--- src/rtl/prt_dp_pkg.sv ---
// Shared definitions for the local-bus arbiter: FSM state type, status bit map and defaults.
package prt_dp_pkg;

  typedef enum logic [1:0] {
    ST_IDLE    = 2'd0,
    ST_ISSUE   = 2'd1,
    ST_WAIT_RD = 2'd2
  } arb_st_e;

  localparam int DAT_W    = 32;

  localparam int STA_OVF0 = 0;
  localparam int STA_OVF1 = 1;
  localparam int STA_TO   = 2;
  localparam int STA_BUSY = 3;

  localparam int               TO_CYC_DEF = 1024;
  localparam logic [DAT_W-1:0] TO_DAT_DEF = 32'hDEADBEEF;

endpackage

--- src/rtl/prt_dp_lb_arb_req.sv ---
// One-deep request holding register for a strobe-only local-bus master.
module prt_dp_lb_arb_req
  import prt_dp_pkg::*;
#(
  parameter int P_ADR_WIDTH = 32
) (
  input  logic                   clk_i,
  input  logic                   rst_n_i,
  input  logic                   wr_i,
  input  logic                   rd_i,
  input  logic [P_ADR_WIDTH-1:0] adr_i,
  input  logic [DAT_W-1:0]       din_i,
  input  logic                   issue_i,
  output logic                   vld_o,
  output logic                   is_rd_o,
  output logic [P_ADR_WIDTH-1:0] adr_o,
  output logic [DAT_W-1:0]       din_o,
  output logic                   ovf_o
);

  logic                   vld_q, vld_d;
  logic                   is_rd_q, is_rd_d;
  logic [P_ADR_WIDTH-1:0] adr_q, adr_d;
  logic [DAT_W-1:0]       din_q, din_d;
  logic                   strobe;
  logic                   room;

  assign strobe = wr_i | rd_i;
  // The slot frees up in the same cycle it is issued, so a strobe then is still accepted.
  assign room   = ~vld_q | issue_i;
  assign ovf_o  = (strobe & ~room) | (wr_i & rd_i);

  always_comb begin
    vld_d   = vld_q;
    is_rd_d = is_rd_q;
    adr_d   = adr_q;
    din_d   = din_q;
    if (issue_i) begin
      vld_d = 1'b0;
    end
    if (strobe && room) begin
      vld_d   = 1'b1;
      is_rd_d = ~wr_i;
      adr_d   = adr_i;
      din_d   = din_i;
    end
  end

  always_ff @(posedge clk_i or negedge rst_n_i) begin
    if (!rst_n_i) begin
      vld_q   <= 1'b0;
      is_rd_q <= 1'b0;
      adr_q   <= '0;
      din_q   <= '0;
    end else begin
      vld_q   <= vld_d;
      is_rd_q <= is_rd_d;
      adr_q   <= adr_d;
      din_q   <= din_d;
    end
  end

  assign vld_o   = vld_q;
  assign is_rd_o = is_rd_q;
  assign adr_o   = adr_q;
  assign din_o   = din_q;

endmodule

--- src/rtl/prt_dp_lb_arb.sv ---
// Two-master round-robin local-bus arbiter with one outstanding read and read timeout.
//   state      | meaning
//   ST_IDLE    | no slave access in flight; grant a held request if any
//   ST_ISSUE   | slave wr/rd strobe is on the bus this cycle
//   ST_WAIT_RD | waiting for slave read data or timeout expiry
module prt_dp_lb_arb
  import prt_dp_pkg::*;
#(
  parameter int               P_ADR_WIDTH = 32,
  parameter int               P_TO_CYC    = TO_CYC_DEF,
  parameter logic [DAT_W-1:0] P_TO_DAT    = TO_DAT_DEF
) (
  input  logic                   clk_i,
  input  logic                   rst_n_i,
  input  logic [P_ADR_WIDTH-1:0] m0_adr_i,
  input  logic                   m0_wr_i,
  input  logic                   m0_rd_i,
  input  logic [DAT_W-1:0]       m0_din_i,
  output logic [DAT_W-1:0]       m0_dout_o,
  output logic                   m0_vld_o,
  input  logic [P_ADR_WIDTH-1:0] m1_adr_i,
  input  logic                   m1_wr_i,
  input  logic                   m1_rd_i,
  input  logic [DAT_W-1:0]       m1_din_i,
  output logic [DAT_W-1:0]       m1_dout_o,
  output logic                   m1_vld_o,
  output logic [P_ADR_WIDTH-1:0] s_adr_o,
  output logic                   s_wr_o,
  output logic                   s_rd_o,
  output logic [DAT_W-1:0]       s_din_o,
  input  logic [DAT_W-1:0]       s_dout_i,
  input  logic                   s_vld_i,
  input  logic                   clr_i,
  output logic [3:0]             sta_o
);

  localparam int TO_W = $clog2(P_TO_CYC + 1);

  arb_st_e                st_q, st_d;
  logic                   rr_q, rr_d;
  logic                   own_q, own_d;
  logic [TO_W-1:0]        to_cnt_q, to_cnt_d;
  logic [P_ADR_WIDTH-1:0] s_adr_q, s_adr_d;
  logic [DAT_W-1:0]       s_din_q, s_din_d;
  logic                   s_wr_q, s_wr_d, s_rd_q, s_rd_d;
  logic [DAT_W-1:0]       m0_dout_q, m0_dout_d, m1_dout_q, m1_dout_d;
  logic                   m0_vld_q, m0_vld_d, m1_vld_q, m1_vld_d;
  logic [2:0]             sta_q, sta_d, sta_set;

  logic                   h0_vld, h0_rd, h0_ovf, h1_vld, h1_rd, h1_ovf;
  logic [P_ADR_WIDTH-1:0] h0_adr, h1_adr;
  logic [DAT_W-1:0]       h0_din, h1_din;
  logic                   iss0, iss1, gnt_m1;
  logic                   ret, ret_to;
  logic [DAT_W-1:0]       ret_dat;

  prt_dp_lb_arb_req #(.P_ADR_WIDTH(P_ADR_WIDTH)) u_req0 (
    .clk_i(clk_i), .rst_n_i(rst_n_i), .wr_i(m0_wr_i), .rd_i(m0_rd_i), .adr_i(m0_adr_i),
    .din_i(m0_din_i), .issue_i(iss0), .vld_o(h0_vld), .is_rd_o(h0_rd), .adr_o(h0_adr),
    .din_o(h0_din), .ovf_o(h0_ovf)
  );

  prt_dp_lb_arb_req #(.P_ADR_WIDTH(P_ADR_WIDTH)) u_req1 (
    .clk_i(clk_i), .rst_n_i(rst_n_i), .wr_i(m1_wr_i), .rd_i(m1_rd_i), .adr_i(m1_adr_i),
    .din_i(m1_din_i), .issue_i(iss1), .vld_o(h1_vld), .is_rd_o(h1_rd), .adr_o(h1_adr),
    .din_o(h1_din), .ovf_o(h1_ovf)
  );

  always_comb begin
    st_d     = st_q;
    rr_d     = rr_q;
    own_d    = own_q;
    to_cnt_d = to_cnt_q;
    s_adr_d  = s_adr_q;
    s_din_d  = s_din_q;
    s_wr_d   = 1'b0;
    s_rd_d   = 1'b0;
    iss0     = 1'b0;
    iss1     = 1'b0;
    gnt_m1   = 1'b0;
    ret      = 1'b0;
    ret_to   = 1'b0;
    ret_dat  = s_dout_i;
    case (st_q)
      ST_IDLE: begin
        if (h0_vld || h1_vld) begin
          gnt_m1  = h1_vld & (~h0_vld | rr_q);
          iss0    = ~gnt_m1;
          iss1    = gnt_m1;
          rr_d    = ~gnt_m1;
          own_d   = gnt_m1;
          s_adr_d = gnt_m1 ? h1_adr : h0_adr;
          s_din_d = gnt_m1 ? h1_din : h0_din;
          s_rd_d  = gnt_m1 ? h1_rd : h0_rd;
          s_wr_d  = ~s_rd_d;
          st_d    = ST_ISSUE;
        end
      end
      ST_ISSUE: begin
        if (s_rd_q) begin
          to_cnt_d = TO_W'(P_TO_CYC);
          st_d     = ST_WAIT_RD;
        end else begin
          st_d = ST_IDLE;
        end
      end
      ST_WAIT_RD: begin
        to_cnt_d = to_cnt_q - 1'b1;
        // Terminal count is taken as the counter steps to zero; real data beats a coincident expiry.
        if (s_vld_i) begin
          ret = 1'b1;
        end else if (to_cnt_q == TO_W'(1)) begin
          ret     = 1'b1;
          ret_to  = 1'b1;
          ret_dat = P_TO_DAT;
        end
        if (ret) begin
          st_d = ST_IDLE;
        end
      end
      default: st_d = ST_IDLE;
    endcase
  end

  always_comb begin
    m0_vld_d  = ret & ~own_q;
    m1_vld_d  = ret & own_q;
    m0_dout_d = m0_vld_d ? ret_dat : m0_dout_q;
    m1_dout_d = m1_vld_d ? ret_dat : m1_dout_q;
    sta_set           = '0;
    sta_set[STA_OVF0] = h0_ovf;
    sta_set[STA_OVF1] = h1_ovf;
    sta_set[STA_TO]   = ret_to;
    sta_d = (sta_q & {3{~clr_i}}) | sta_set;
  end

  always_ff @(posedge clk_i or negedge rst_n_i) begin
    if (!rst_n_i) begin
      st_q      <= ST_IDLE;
      rr_q      <= 1'b0;
      own_q     <= 1'b0;
      to_cnt_q  <= '0;
      s_adr_q   <= '0;
      s_din_q   <= '0;
      s_wr_q    <= 1'b0;
      s_rd_q    <= 1'b0;
      m0_dout_q <= '0;
      m1_dout_q <= '0;
      m0_vld_q  <= 1'b0;
      m1_vld_q  <= 1'b0;
      sta_q     <= '0;
    end else begin
      st_q      <= st_d;
      rr_q      <= rr_d;
      own_q     <= own_d;
      to_cnt_q  <= to_cnt_d;
      s_adr_q   <= s_adr_d;
      s_din_q   <= s_din_d;
      s_wr_q    <= s_wr_d;
      s_rd_q    <= s_rd_d;
      m0_dout_q <= m0_dout_d;
      m1_dout_q <= m1_dout_d;
      m0_vld_q  <= m0_vld_d;
      m1_vld_q  <= m1_vld_d;
      sta_q     <= sta_d;
    end
  end

  assign s_adr_o   = s_adr_q;
  assign s_din_o   = s_din_q;
  assign s_wr_o    = s_wr_q;
  assign s_rd_o    = s_rd_q;
  assign m0_dout_o = m0_dout_q;
  assign m1_dout_o = m1_dout_q;
  assign m0_vld_o  = m0_vld_q;
  assign m1_vld_o  = m1_vld_q;
  assign sta_o     = {(st_q != ST_IDLE) | h0_vld | h1_vld, sta_q};

endmodule
--- config.mk ---
export PLATFORM = sky130hd
export DESIGN_NAME = prt_dp_lb_arb
export DESIGN_NICKNAME = d
export VERILOG_FILES = /design/src/rtl/prt_dp_pkg.sv /design/src/rtl/prt_dp_lb_arb_req.sv /design/src/rtl/prt_dp_lb_arb.sv
export SDC_FILE = /design/constraint.sdc
export NUM_CORES = 1
export LEC_CHECK = 0
export CAP_MARGIN = 20
export CORE_ASPECT_RATIO = 2
export CORE_MARGIN = 1
export CORE_UTILIZATION = 30
export DETAILED_ROUTE_END_ITERATION = 10
export PLACE_DENSITY_LB_ADDON = 0.25
export SYNTH_ARGS = -nofsm -noshare
export SYNTH_HDL_FRONTEND = slang
export SYNTH_SLANG_ARGS = --single-unit
--- constraint.sdc ---
create_clock -name clk_i -period 4.1 [get_ports clk_i]
set_input_delay 0.41 -clock clk_i [delete_from_list [all_inputs] [get_ports clk_i]]
set_output_delay 0.41 -clock clk_i [all_outputs]
set_load 0.01 [all_outputs]
======== Word-level counts from Yosys, hierarchy flattened ========
Cells that the tools add are included.
word-level totals
  register bits ........................... 282
  bits in latches ......................... 0
  bits in writable memories ............... 0
  memory bits (read-only) ................. 0
  bits of input ports ..................... 168
  output and inout bits ................... 136
  logic and storage cells ................. 97
  memories kept ........................... 0
operators by class
  add/sub/neg operators ................... 1
  multiply operators ...................... 0
  div/mod/pow operators ................... 0
  $lt $le $gt $ge ......................... 0
  equal/unequal tests ..................... 6
  shift-type cells ........................ 0
  mux-type cells .......................... 30
  bitwise logic cells ..................... 28
  reductions and logical operators ........ 11
operators with widths
  kind                     count
  $mux W32                 5
  $pmux W11 S2             1
  $mux W1                  19
  $eq A11 B1 Y1 const B    1
  $mux W11                 1
  $sub A11 B1 Y11 const B  1
  $not A1 Y1               10
  $or A1 B1 Y1             9
  $reduce_bool A2 Y1       4
  $and A1 B1 Y1            7
  $mux W2                  3
  $ne A2 B2 Y1 const B     3
  $pmux W2 S3              1
  $reduce_and A2 Y1        3
  $and A3 B3 Y3            1
  $or A3 B3 Y3             1
  $eq A2 B1 Y1 const B     1
  $eq A2 B2 Y1 const B     1
  $logic_and A1 B1 Y1      2
  $logic_not A2 Y1         1
  $logic_or A1 B1 Y1       1

======== Logic depth before layout (Yosys ltp) ========
Gate-level depths: netlist of run 1.
  depth after elaboration ................. 11
  gate-level depth with buffers ........... 8
  mapped depth without buffers ............ 7

======== Modules after synthesis ========
From an unflattened synthesis of run 1, not the netlist that was laid out.
second synthesis, totals
  cell total of the unflattened synthesis .. 976
  area total of the unflattened synthesis .. 12303.0 um2
by module, submodules not included
  module             times used  cells each  area an instance (um2)  seq. area each (um2)
  prt_dp_lb_arb      1           688         6827.8                  3753.6
  prt_dp_lb_arb_req  2           144         2737.6                  1651.6

======== Worst setup path before layout of run 1 ========
OpenSTA, ideal clock, no wires.
  path type ............................... flip-flop to flip-flop
  from .................................... register to_cnt_q[7]
  to ...................................... register m0_dout_q[10] (netlist: m0_dout_o[10])
  library setup time ...................... 0.065 ns
  arrival time ............................ 1.837 ns
  required time ........................... 4.035 ns
  path slack .............................. 2.198 ns
  stages on the path, launching flop included .. 7
  buffers on the path ..................... 1
  period minus slack after synthesis ...... 1.902 ns
  cells stage by stage .................... dfrtp_1 or4_4 nor4_4 o21ai_4 clkinv_4 buf_6 o22a_1
on the way
  cells in the longest elaborated chain, start to end .. 6
  elaborated cells between the ends (all ways) .. 9
  classes of those cells .................. eq/ne: 1; mux: 7; bitwise: 1
RTL lines
  element                 line                  source
  from (decl)             prt_dp_lb_arb.sv:42   logic [TO_W-1:0] to_cnt_q, to_cnt_d;
  from (signal assigned)  prt_dp_lb_arb.sv:156  to_cnt_q <= to_cnt_d;
  $eq A11 B1 Y1 *         prt_dp_lb_arb.sv:112  end else if (to_cnt_q == TO_W'(1)) begin
  $mux W1                 prt_dp_lb_arb.sv:112
  $mux W1                 prt_dp_lb_arb.sv:110  if (s_vld_i) begin
  $mux W1 (2 in series)   prt_dp_lb_arb.sv:84   case (st_q)
  $and A1 B1 Y1           prt_dp_lb_arb.sv:126  m0_vld_d = ret & ~own_q;
  to (signal assigned)    prt_dp_lb_arb.sv:161  m0_dout_q <= m0_dout_d;
  to (decl)               prt_dp_lb_arb.sv:46   logic [DAT_W-1:0] m0_dout_q, m0_dout_d, m1_dout_q, m1_dout_d;
Every way passes the cells marked *; elsewhere a longest branch is shown, timed or not. The select of a mux whose other input is x is not followed.
A chain may end at the register's enable or synchronous reset.

======== Worst setup path after layout of run 1 ========
  from .................................... register st_q[1]
  to ...................................... register u_req1.adr_q[11] (netlist: u_req1.adr_o[11])
on the way
  cells in the longest elaborated chain, start to end .. 4
RTL lines
  element                 line                     source
  from (decl)             prt_dp_lb_arb.sv:39      arb_st_e st_q, st_d;
  from (signal assigned)  prt_dp_lb_arb.sv:153     st_q <= st_d;
  $logic_not A2 Y1        prt_dp_lb_arb.sv:84
  $mux W1                 prt_dp_lb_arb.sv:84
  $or A1 B1 Y1            prt_dp_lb_arb_req.sv:30  assign room = ~vld_q | issue_i;
  $logic_and A1 B1 Y1     prt_dp_lb_arb_req.sv:41  if (strobe && room) begin
  to (signal assigned)    prt_dp_lb_arb_req.sv:58  adr_q <= adr_d;
  to (decl)               prt_dp_lb_arb_req.sv:23  logic [P_ADR_WIDTH-1:0] adr_q, adr_d;
Every way passes these cells.

==> results of run 1 <==
final timing paths:
check                      cells past startpoint                           end                    start  slack, ns
max                                            5  u_req1.adr_o[11]$_DFFE_PN0P_      st_q[1]$_DFFE_PN0P_       1.58
min                                            1        s_adr_o[4]$_DFFE_PN0P_                  rst_n_i      -0.04
max reg2reg                                    5  u_req1.adr_o[11]$_DFFE_PN0P_      st_q[1]$_DFFE_PN0P_       1.58
min reg2reg                                    2       s_adr_o[23]$_DFFE_PN0P_  s_adr_o[23]$_DFFE_PN0P_       0.47
max in group asynchronous                      2     m0_dout_o[17]$_DFFE_PN0P_                  rst_n_i       3.07
min in group clk_i                             2  u_req0.adr_o[14]$_DFFE_PN0P_             m0_adr_i[14]       0.47
synth_stat cells, types with 5 or more instances:
master / n
nor2_1: 15
nand2b_1: 5
nand2_1: 134
mux2_1: 9
a22o_1: 17
dfrtp_1: 282
buf_2: 12
mux2_2: 119
mux2i_1: 14
o21ai_0: 10
a22oi_1: 56
clkbuf_1: 27
a21oi_1: 6
o22a_1: 48
per-stage QoR:
step / hold WS, ns / setup WS (ns) / std cells / util (%) / total power [mW]
after floorplan: 0.1144 / 2.198 / 806 / - / 7.844
after global placement: 0.4506 / 1.557 / 1525 / 40.36 / 10.23
after detailed placement: 0.4566 / 1.527 / 1525 / 40.36 / 10.38
after CTS: 0.007331 / 1.505 / 1574 / 43.14 / 13.22
after global routing: 0.06598 / 1.317 / 1575 / 43.14 / 13.86
final: -0.03676 / 1.576 / 1575 / 43.14 / 12.98
cells by family after synthesis:
| group | after synthesis | share of synthesized area (%) |
|---|---|---|
| XOR/XNOR | 1 | 0.08064 |
| AND/OR/NAND/NOR | 175 | 6.784 |
| AO/OA/AOI/OAI | 152 | 11.08 |
| multiplexers | 142 | 14.56 |
| flip-flops | 282 | 64.96 |
| adder cells (fa/ha/maj) | 2 | 0.2303 |
| buffers and inverters | 52 | 2.304 |
state kept, by name (all words and copies together) (netlist names), 2 cells and up:
signal        cells
u_req1.adr_o     32
u_req1.din_o     32
sta_q             3
u_req0.din_o     32
to_cnt_q         11
m1_dout_o        32
st_q              2
s_adr_o          32
u_req0.adr_o     32
m0_dout_o        32
s_din_o          32
per-layer routing:
layer,vias to the layer above,wire (um),track usage (%)
li1,3462,-,-
met1,3835,10890,17.68
met2,251,17310,32.85
met3,40,1830,3.242
met4,0,754,5.439
met5,-,0,0
layout make-up:
cell class                 count  area, um2  area share [%]
antenna                        1      2.502         0.01625
clock buffer                  32      744.5           4.836
clock inverter                17      247.7           1.609
inverter                       6      32.53          0.2113
multi-input combinational    472       3582           23.27
sequential                   282       7057           45.84
tap                          450      563.0           3.657
timing repair buffer         315       3166           20.56
power by group:
group	switching (mW)	internal [mW]	total [mW]
Combinational	2.41	2.86	5.27
Sequential	0.743	4.19	4.93
Clock	1.10	1.68	2.78
Total	4.25	8.73	13.0
==> results.py, run 1 <==
metrics = {
    "status": {
        "violations": "negative hold slack",
        "status": "finished, violations left",
    },
    "timing": {
        "rsz0062_at_grt": "no",
        "worst_pin_slew_ns": 0.9816,
        "drv_slew": 0,
        "hold_viol": 9,
        "post-route-min-period_ns": 2.524,
        "slew_headroom_pct": 34.56,
        "fin_tns_setup_ns": 0,
        "setup_viol": 0,
        "whs_ns": -0.03676,
        "finalClockSkew_ns": 0.008104,
        "timing.final.crit_share_pct": 61.56,
        "fmax_mhz": 396.2,
    },
    "synthesis": {
        "netlist_instances": 806,
        "yosysTopAreaCell": "dfrtp_1",
        "synth_top_area_share_pct": 64.96,
        "syn_area_mm2": 0.01086,
        "syn_nets": 976,
        "synth-seq-cells": 282,
        "synth_top_flop_cell": "dfrtp_1",
        "synthTopCellsByArea": "dfrtp_1 65%, mux2_2 12%, nand2_1 4.6%",
        "yosysWarnings": 0,
        "ys_seq_area_share_pct": 64.96,
        "synth_edf_count": 0,
        "syn_area_per_cell_um2": 13.48,
        "synthArstFlopShare_pct": 100.0,
        "synth_cell_types": 42,
    },
    "die": {
        "start_util_pct": 30.44,
        "num_rows": 98,
        "dieArea_mm2": 0.03702,
        "core-area_mm2": 0.03568,
        "die_height_um": 271.1,
        "ios": 304,
        "dieWidth_um": 136.6,
    },
    "clock_network": {
        "cts_tree": "built",
        "insertion_delay_ns": 0.54,
        "cts_hold_buf": 0,
        "root_buffer": "clkbuf_16",
        "cts_sinks": 282,
        "cts_made_buffers": 27,
        "cts_setup_buffers": 0,
        "cts.repair.resized": 0,
        "clockBufferDepth": 3,
        "h-tree-depth": 1,
        "clk_pin_slew_ns": 0.07,
    },
    "power": {
        "irDropWorstVdd_mv": 0.4908,
        "p_per_area_mw_per_mm2": 843.0,
        "p_leak_nw": 6.569,
    },
    "layout": {
        "syn_to_final_growth_pct": 41.72,
        "drive_above_1_share_pct": 17.26,
        "layout_commonest_cell": "clkdlybuf4s50_1",
        "nets": 1274,
        "fill_cells": 3370,
        "layout_common_cells": "302 x clkdlybuf4s50_1, 282 x dfrtp_1, 134 x nand2_1",
        "fin_area_mm2": 0.01539,
    },
    "routing": {
        "dr.pass1.iters": 4,
        "drt_iter0_markers": 228,
        "drt_wl_total_um": 30790,
        "detail-route-antenna-nets": 0,
        "wl_per_cell_um": 19.55,
        "drc": 0,
        "viasPerCell": 4.818,
        "vias": 7588,
    },
    "grt": {
        "gr-total-overflow": 0,
        "grtUsageTotal_pct": 16.95,
        "grt_max_degree": 123,
        "grt_pass1_vias": 8152,
        "grt_pass1_wl_um": 47460,
        "antenna_found_initial": 1,
    },
    "setup_path": {
        "crit_arrival_ns": 2.95,
        "cp.required_ns": 4.52,
        "max_stage_delay_ns": 0.64,
        "crit_type": "reg2reg",
        "end_kind": "flip-flop",
        "startpoint_type": "flip-flop",
        "path_cells": "nor2_1, a21boi_0, nor2_4, buf_4, mux2_2",
        "slowest_stage": "nor2_4",
        "critPathTopFamily": "simple AND/OR/NAND/NOR gates",
        "path_max_fanout": 18,
        "path_buf_inv": 1,
    },
    "placement": {
        "place_area_mm2": 0.01440,
        "gp_congestion": 0.7375,
        "place_hpwl_um": 21680,
        "port-buffer-count": 303,
    },
    "flow_run": {
        "drv_cap": 0,
    },
    "hold_path": {
        "hold_path_class": "in2async",
    },
}
Note: power is estimated with default switching activity, not from simulation.
==> run 2: changes to the inputs <==
==> constraint.sdc (replaced) <==
create_clock -name clk_i -period 2.05 [get_ports clk_i]
set_input_delay 0.205 -clock clk_i [delete_from_list [all_inputs] [get_ports clk_i]]
set_output_delay 0.205 -clock clk_i [all_outputs]
set_load 0.01 [all_outputs]
==> results.py, run 2 (synthesis gave the netlist of run 1 again) <==
metrics = {
    "routing": {
        "drc": 0,
        "dr.pass1.iters": 4,
        "detail-route-antenna-nets": 0,
        "drt_wl_total_um": 31190,
        "viasPerCell": 4.791,
        "vias": 7675,
        "wl_per_cell_um": 19.47,
        "drt_iter0_markers": 227,
    },
    "power": {
        "irDropWorstVdd_mv": 0.9758,
        "p_leak_nw": 6.644,
        "p_per_area_mw_per_mm2": 1639,
    },
    "clock_network": {
        "root_buffer": "clkbuf_16",
        "cts_tree": "built",
        "h-tree-depth": 1,
        "clockBufferDepth": 3,
        "insertion_delay_ns": 0.54,
        "clk_pin_slew_ns": 0.06,
        "cts_made_buffers": 27,
        "cts_sinks": 282,
    },
    "die": {
        "dieArea_mm2": 0.03702,
        "num_rows": 98,
        "die_height_um": 271.1,
        "ios": 304,
        "dieWidth_um": 136.6,
        "core-area_mm2": 0.03568,
        "start_util_pct": 30.44,
    },
    "setup_path": {
        "crit_top_cell": "buf_4",
        "cp.required_ns": 2.48,
        "critPathTopFamily": "simple AND/OR/NAND/NOR gates",
        "end_kind": "flip-flop",
        "reg2reg_depth": 6,
        "worst-path-stages": 6,
        "crit_arrival_ns": 2.40,
        "crit_type": "reg2reg",
        "path_max_fanout": 5,
        "startpoint_type": "flip-flop",
        "max_stage_delay_ns": 0.56,
        "path_buf_inv": 2,
        "slowest_stage": "or4_4",
        "path_cells": "or4_4, nor4_4, buf_4, o21ai_4, buf_4, a22o_1",
    },
    "layout": {
        "drive_above_1_share_pct": 18.52,
        "syn_to_final_growth_pct": 43.28,
        "layout_commonest_cell": "clkdlybuf4s50_1",
        "fin_area_mm2": 0.01556,
        "layout_common_cells": "301 x clkdlybuf4s50_1, 282 x dfrtp_1, 134 x nand2_1",
        "final_core_util_pct": 43.62,
        "nets": 1304,
    },
    "timing": {
        "finalClockSkew_ns": 0.01033,
        "setup_viol": 0,
        "post-route-min-period_ns": 1.978,
        "hold_viol": 0,
        "slew_headroom_pct": 67.38,
        "drv_slew": 0,
        "timing.final.crit_share_pct": 96.51,
        "fmax_mhz": 505.5,
        "fin_tns_setup_ns": 0,
        "worst_pin_slew_ns": 0.4875,
        "whs_ns": 0.1923,
        "rsz0062_at_grt": "no",
        "setup_slack_ns": 0.07165,
    },
    "hold_path": {
        "hold_path_class": "in2async",
    },
    "placement": {
        "place_area_mm2": 0.01465,
        "dp_slack_ns": 0.04120,
        "port-buffer-count": 303,
        "gp_congestion": 0.7623,
        "place_hpwl_um": 21510,
    },
    "grt": {
        "antenna_found_initial": 2,
        "gr-total-overflow": 0,
        "grtUsageTotal_pct": 16.78,
        "grt_pass1_vias": 8225,
        "grt_pass1_wl_um": 47000,
        "grt_max_degree": 77,
    },
    "status": {
        "status": "finished, final reports clean",
    },
    "flow_run": {
        "drv_cap": 0,
    },
}
==> run 2: cell types whose count changed in the layout (fill, tap and decap cells not counted), moves of 2 or more <==
cell	delta
inv_6	+2
clkinv_2	-6
clkinv_8	+2
clkbuf_1	+9
clkinv_4	-3
bufinv_16	-6
buf_12	+8
buf_4	+18
==> run 2: what timing repair did <==
action	in CTS	in global routing
cloned	0	3
pin swaps	0	3
setup buffers	2	5
hold buffers	1	0
endpoints found under the hold margin	85	0
resized for setup	1	6
endpoints found under the setup margin	1	112
==> run 2: worst reg2reg max path, delay by kind of cell, from the launching register on <==
family | cells | cell delay (ns)
AND/OR/NAND/NOR | 2 | 0.70
buffers and inverters | 2 | 0.41
AO/OA/AOI/OAI | 2 | 0.39
flip-flops | 1 | 0.37
==> run 2: cell type report <==
type / instances / area (um2)
diodes: 2 / 5.005
clock buffers: 40 / 764.5
clock inverters: 5 / 45.04
fillers: 3362 / 20120
inverters: 6 / 42.54
multi-input cells: 473 / 3601
flip-flops and latches: 282 / 7057
well taps: 450 / 563.0
repair buffers: 342 / 3470
repair inverters: 2 / 17.52
==> run 2: per-layer routing <==
| layer | part of all wire, % | GRT usage (%) |
|---|---|---|
| met1 | 35 | 17.33 |
| met2 | 57 | 32.67 |
| met3 | 5.6 | 2.979 |
| met4 | 3.1 | 5.848 |
| met5 | 0 | 0 |
==> run 2: path summary, 6_finish.rpt <==
path | start | end | slack [ns]
setup / recovery | to_cnt_q[7]$_DFFE_PN0P_ | m0_dout_o[17]$_DFFE_PN0P_ | 0.07
hold / removal | rst_n_i | u_req1.din_o[29]$_DFFE_PN0P_ | 0.19
setup reg to reg | to_cnt_q[7]$_DFFE_PN0P_ | m0_dout_o[17]$_DFFE_PN0P_ | 0.07
hold reg to reg | s_adr_o[13]$_DFFE_PN0P_ | s_adr_o[13]$_DFFE_PN0P_ | 0.46
max in group asynchronous | rst_n_i | m0_dout_o[14]$_DFFE_PN0P_ | 1.19
min in group clk_i | m0_din_i[6] | u_req0.din_o[6]$_DFFE_PN0P_ | 0.26
==> run 2: power by group <==
part	internal (mW)	leakage (nW)	switching, mW	total, mW
clock	2.57	0.388	2.08	4.66
combinational	6.08	2.87	4.92	11.0
sequential	8.38	3.39	1.46	9.85
total	17.0	6.64	8.47	25.5
==> run 2: through the flow <==
stage | cells | total power [mW]
2_1_floorplan | 806 | 15.69
3_5_place_dp | 1545 | 21.11
5_1_grt | 1602 | 27.26
3_3_place_gp | 1545 | 20.80
6_report | 1602 | 25.51
4_1_cts | 1593 | 25.94
==> run 3: changes to the inputs <==
--- a/config.mk
+++ b/config.mk
@@ -5,6 +5,7 @@
 export SDC_FILE = /design/constraint.sdc
 export NUM_CORES = 1
 export LEC_CHECK = 0
+export ABC_AREA = 1
 export CAP_MARGIN = 20
 export CORE_ASPECT_RATIO = 2
 export CORE_MARGIN = 1
==> results.py, run 3 <==
metrics = {
    "synthesis": {
        "yosysTopAreaCell": "dfrtp_1",
        "synth_top_flop_cell": "dfrtp_1",
        "synthTopCellsByArea": "dfrtp_1 60%, nand2_1 14%, nand3_1 12%",
        "synth.most_common_cell": "nand2_1",
        "synth-seq-cells": 282,
        "yosysWarnings": 0,
        "synthArstFlopShare_pct": 100.0,
        "netlist_instances": 1377,
        "syn_nets": 1547,
        "synth_cell_types": 26,
        "syn_area_per_cell_um2": 8.598,
        "synth_edf_count": 0,
        "syn_area_mm2": 0.01184,
        "ys_seq_area_share_pct": 59.61,
        "synth_top_area_share_pct": 59.61,
        "ys_top_cells_by_count": "431 x nand2_1, 291 x nand3_1, 282 x dfrtp_1, 118 x inv_1, 55 x o21ai_0",
    },
    "grt": {
        "grt_pass1_wl_um": 60310,
        "gr-total-overflow": 0,
        "grt_max_degree": 67,
        "grt_pass1_vias": 10770,
        "antenna_found_initial": 2,
        "grtUsageTotal_pct": 19.40,
    },
    "placement": {
        "port-buffer-count": 303,
        "gp_congestion": 0.7654,
        "place_area_mm2": 0.01561,
        "place_hpwl_um": 26440,
        "dp_slack_ns": 0.2267,
    },
    "setup_path": {
        "reg2reg_to": "u_req0.adr_o[20]$_DFFE_PN0P_",
        "max_stage_delay_ns": 0.38,
        "startpoint_type": "flip-flop",
        "cp.required_ns": 1.85,
        "path_buf_inv": 3,
        "crit_arrival_ns": 1.63,
        "crit_type": "reg2out",
        "path_cells": "inv_1, nand2_1, inv_2, nand2_1, dlygate4sd2_1",
        "reg2reg_depth": 7,
        "crit_top_cell": "nand2_1",
        "path_max_fanout": 4,
        "critPathLaunch": "st_q[1]$_DFFE_PN0P_",
        "worst-path-stages": 5,
        "critPathTopFamily": "buffers and inverters",
        "rrSetupSlack_ns": 0.31,
        "endpoint": "sta_o[3]",
        "end_kind": "output pin",
        "slowest_stage": "dfrtp_1",
        "timing.rr.start": "u_req1.vld_o$_DFFE_PN0P_",
    },
    "clock_network": {
        "cts_setup_buffers": 0,
        "cts_made_buffers": 26,
        "clk_pin_slew_ns": 0.07,
        "cts_sinks": 282,
        "insertion_delay_ns": 0.54,
        "h-tree-depth": 1,
        "root_buffer": "clkbuf_16",
        "clockBufferDepth": 3,
        "cts_tree": "built",
    },
    "timing": {
        "drv_slew": 0,
        "post-route-min-period_ns": 1.837,
        "setup_slack_ns": 0.2129,
        "worst_pin_slew_ns": 0.8612,
        "hold_viol": 0,
        "setup_viol": 0,
        "fmax_mhz": 544.3,
        "rsz0062_at_grt": "no",
        "slew_headroom_pct": 42.59,
        "fin_tns_setup_ns": 0,
        "finalClockSkew_ns": 0.01057,
        "timing.final.crit_share_pct": 89.61,
    },
    "power": {
        "p_leak_nw": 8.089,
        "p_per_area_mw_per_mm2": 1579,
        "irDropWorstVdd_mv": 1.288,
    },
    "layout": {
        "layout_common_cells": "429 x nand2_1, 301 x clkdlybuf4s50_1, 291 x nand3_1",
        "drive_above_1_share_pct": 5.449,
        "fin_area_mm2": 0.01647,
        "fill_cells": 3957,
        "nets": 1822,
        "syn_to_final_growth_pct": 39.08,
        "layout_commonest_cell": "nand2_1",
    },
    "die": {
        "ios": 304,
        "core-area_mm2": 0.03880,
        "dieArea_mm2": 0.04031,
        "start_util_pct": 30.51,
        "num_rows": 102,
        "dieWidth_um": 142.5,
        "die_height_um": 282.9,
    },
    "routing": {
        "detail-route-antenna-nets": 0,
        "dr.pass1.iters": 5,
        "viasPerCell": 4.717,
        "vias": 10350,
        "wl_per_cell_um": 17.54,
        "drt_wl_total_um": 38480,
        "drt_iter0_markers": 421,
        "drc": 0,
    },
    "status": {
        "status": "finished, final reports clean",
    },
    "hold_path": {
        "hold_path_class": "in2reg",
    },
    "flow_run": {
        "drv_cap": 0,
    },
}
==> run 3: changes by cell type after synthesis, sizes merged, moves of 17 or more <==
cell / delta
buf: +27
o21ai: +79
nand2: +299
nand3: +288
o22a: -48
mux2: -128
a22oi: -56
nand4: +17
inv: +117
clkbuf: +18
a22o: -17
==> run 3: worst min-delay path by stage <==
| stage | from | to | slack [ns] | cells after the start |
|---|---|---|---|---|
| 2_1_floorplan | rst_n_i | m0_dout_o[0]$_DFFE_PN0P_ | -0.09 | 0 |
| 3_5_place_dp | rst_n_i | m0_dout_o[16]$_DFFE_PN0P_ | 0.23 | 1 |
| 6_report | m0_din_i[17] | u_req0.din_o[17]$_DFFE_PN0P_ | 0.20 | 3 |
| 3_3_place_gp | rst_n_i | m0_dout_o[16]$_DFFE_PN0P_ | 0.23 | 1 |
| 5_1_grt | m0_din_i[17] | u_req0.din_o[17]$_DFFE_PN0P_ | 0.20 | 3 |
| 4_1_cts | m0_din_i[17] | u_req0.din_o[17]$_DFFE_PN0P_ | 0.17 | 3 |
==> run 3: kinds of logic (layout without fill, tap and decap cells) <==
kind of cell	Yosys count	after routing	share of synthesized area, %
compound gates	106	106	4.629
xor+xnor	1	1	0.07399
fa+ha+maj	2	2	0.2113
buf+inv	213	506	7.313
flops	282	282	59.61
other cells	0	3	0
simple gates	773	773	28.17
==> run 3: timing repair <==
| item | in CTS | in global routing |
|---|---|---|
| hold buffers | 1 | 0 |
| gates resized for setup | 1 | 0 |
| setup endpoints to repair | 1 | 0 |
| endpoints found under the hold margin | 58 | 0 |
==> run 3: where the power goes <==
group / total, mW / leakage [nW] / internal, mW / switching [mW]
combinational: 11.4 / 4.14 / 4.79 / 6.64
clock: 4.82 / 0.417 / 2.69 / 2.12
sequential: 9.76 / 3.54 / 8.22 / 1.54
==> run 3: tightest hold or removal path, cell delays in order <==
cell,delay [ns]
clkdlybuf4s50_1,0.40
inv_1,0.05
o21ai_1,0.06
==> run 3: stage by stage <==
| step | hold WS [ns] | instances | power, mW | utilization, % |
|---|---|---|---|---|
| global placement | 0.2256 | 2143 | 21.15 | 40.24 |
| floorplan | -0.09059 | 1377 | 15.66 | - |
| detailed placement | 0.2290 | 2143 | 21.42 | 40.24 |
| CTS | 0.1726 | 2190 | 26.40 | 42.42 |
| finish | 0.2046 | 2193 | 26.01 | 42.44 |
| global route | 0.1983 | 2193 | 27.96 | 42.44 |
==> run 3: final cells by class <==
| class | count | area (um2) | share of cell area [%] |
|---|---|---|---|
| Timing Repair Buffer | 338 | 3515 | 21.34 |
| Tap cell | 520 | 650.6 | 3.951 |
| Clock buffer | 41 | 808.3 | 4.909 |
| Antenna cell | 3 | 7.507 | 0.04559 |
| Sequential cell | 282 | 7057 | 42.86 |
| Inverter | 122 | 457.9 | 2.781 |
| Multi-Input combinational cell | 882 | 3941 | 23.94 |
| Clock inverter | 5 | 28.78 | 0.1748 |
==> run 3: metal layers <==
metal  routed length (um)  part of all wire, %  track usage, %
met5                    0                    0               0
met4                 1417                  3.7           7.796
met3                 1958                  5.1           2.755
met2                21130                   55           37.51
met1                13970                   36           20.43
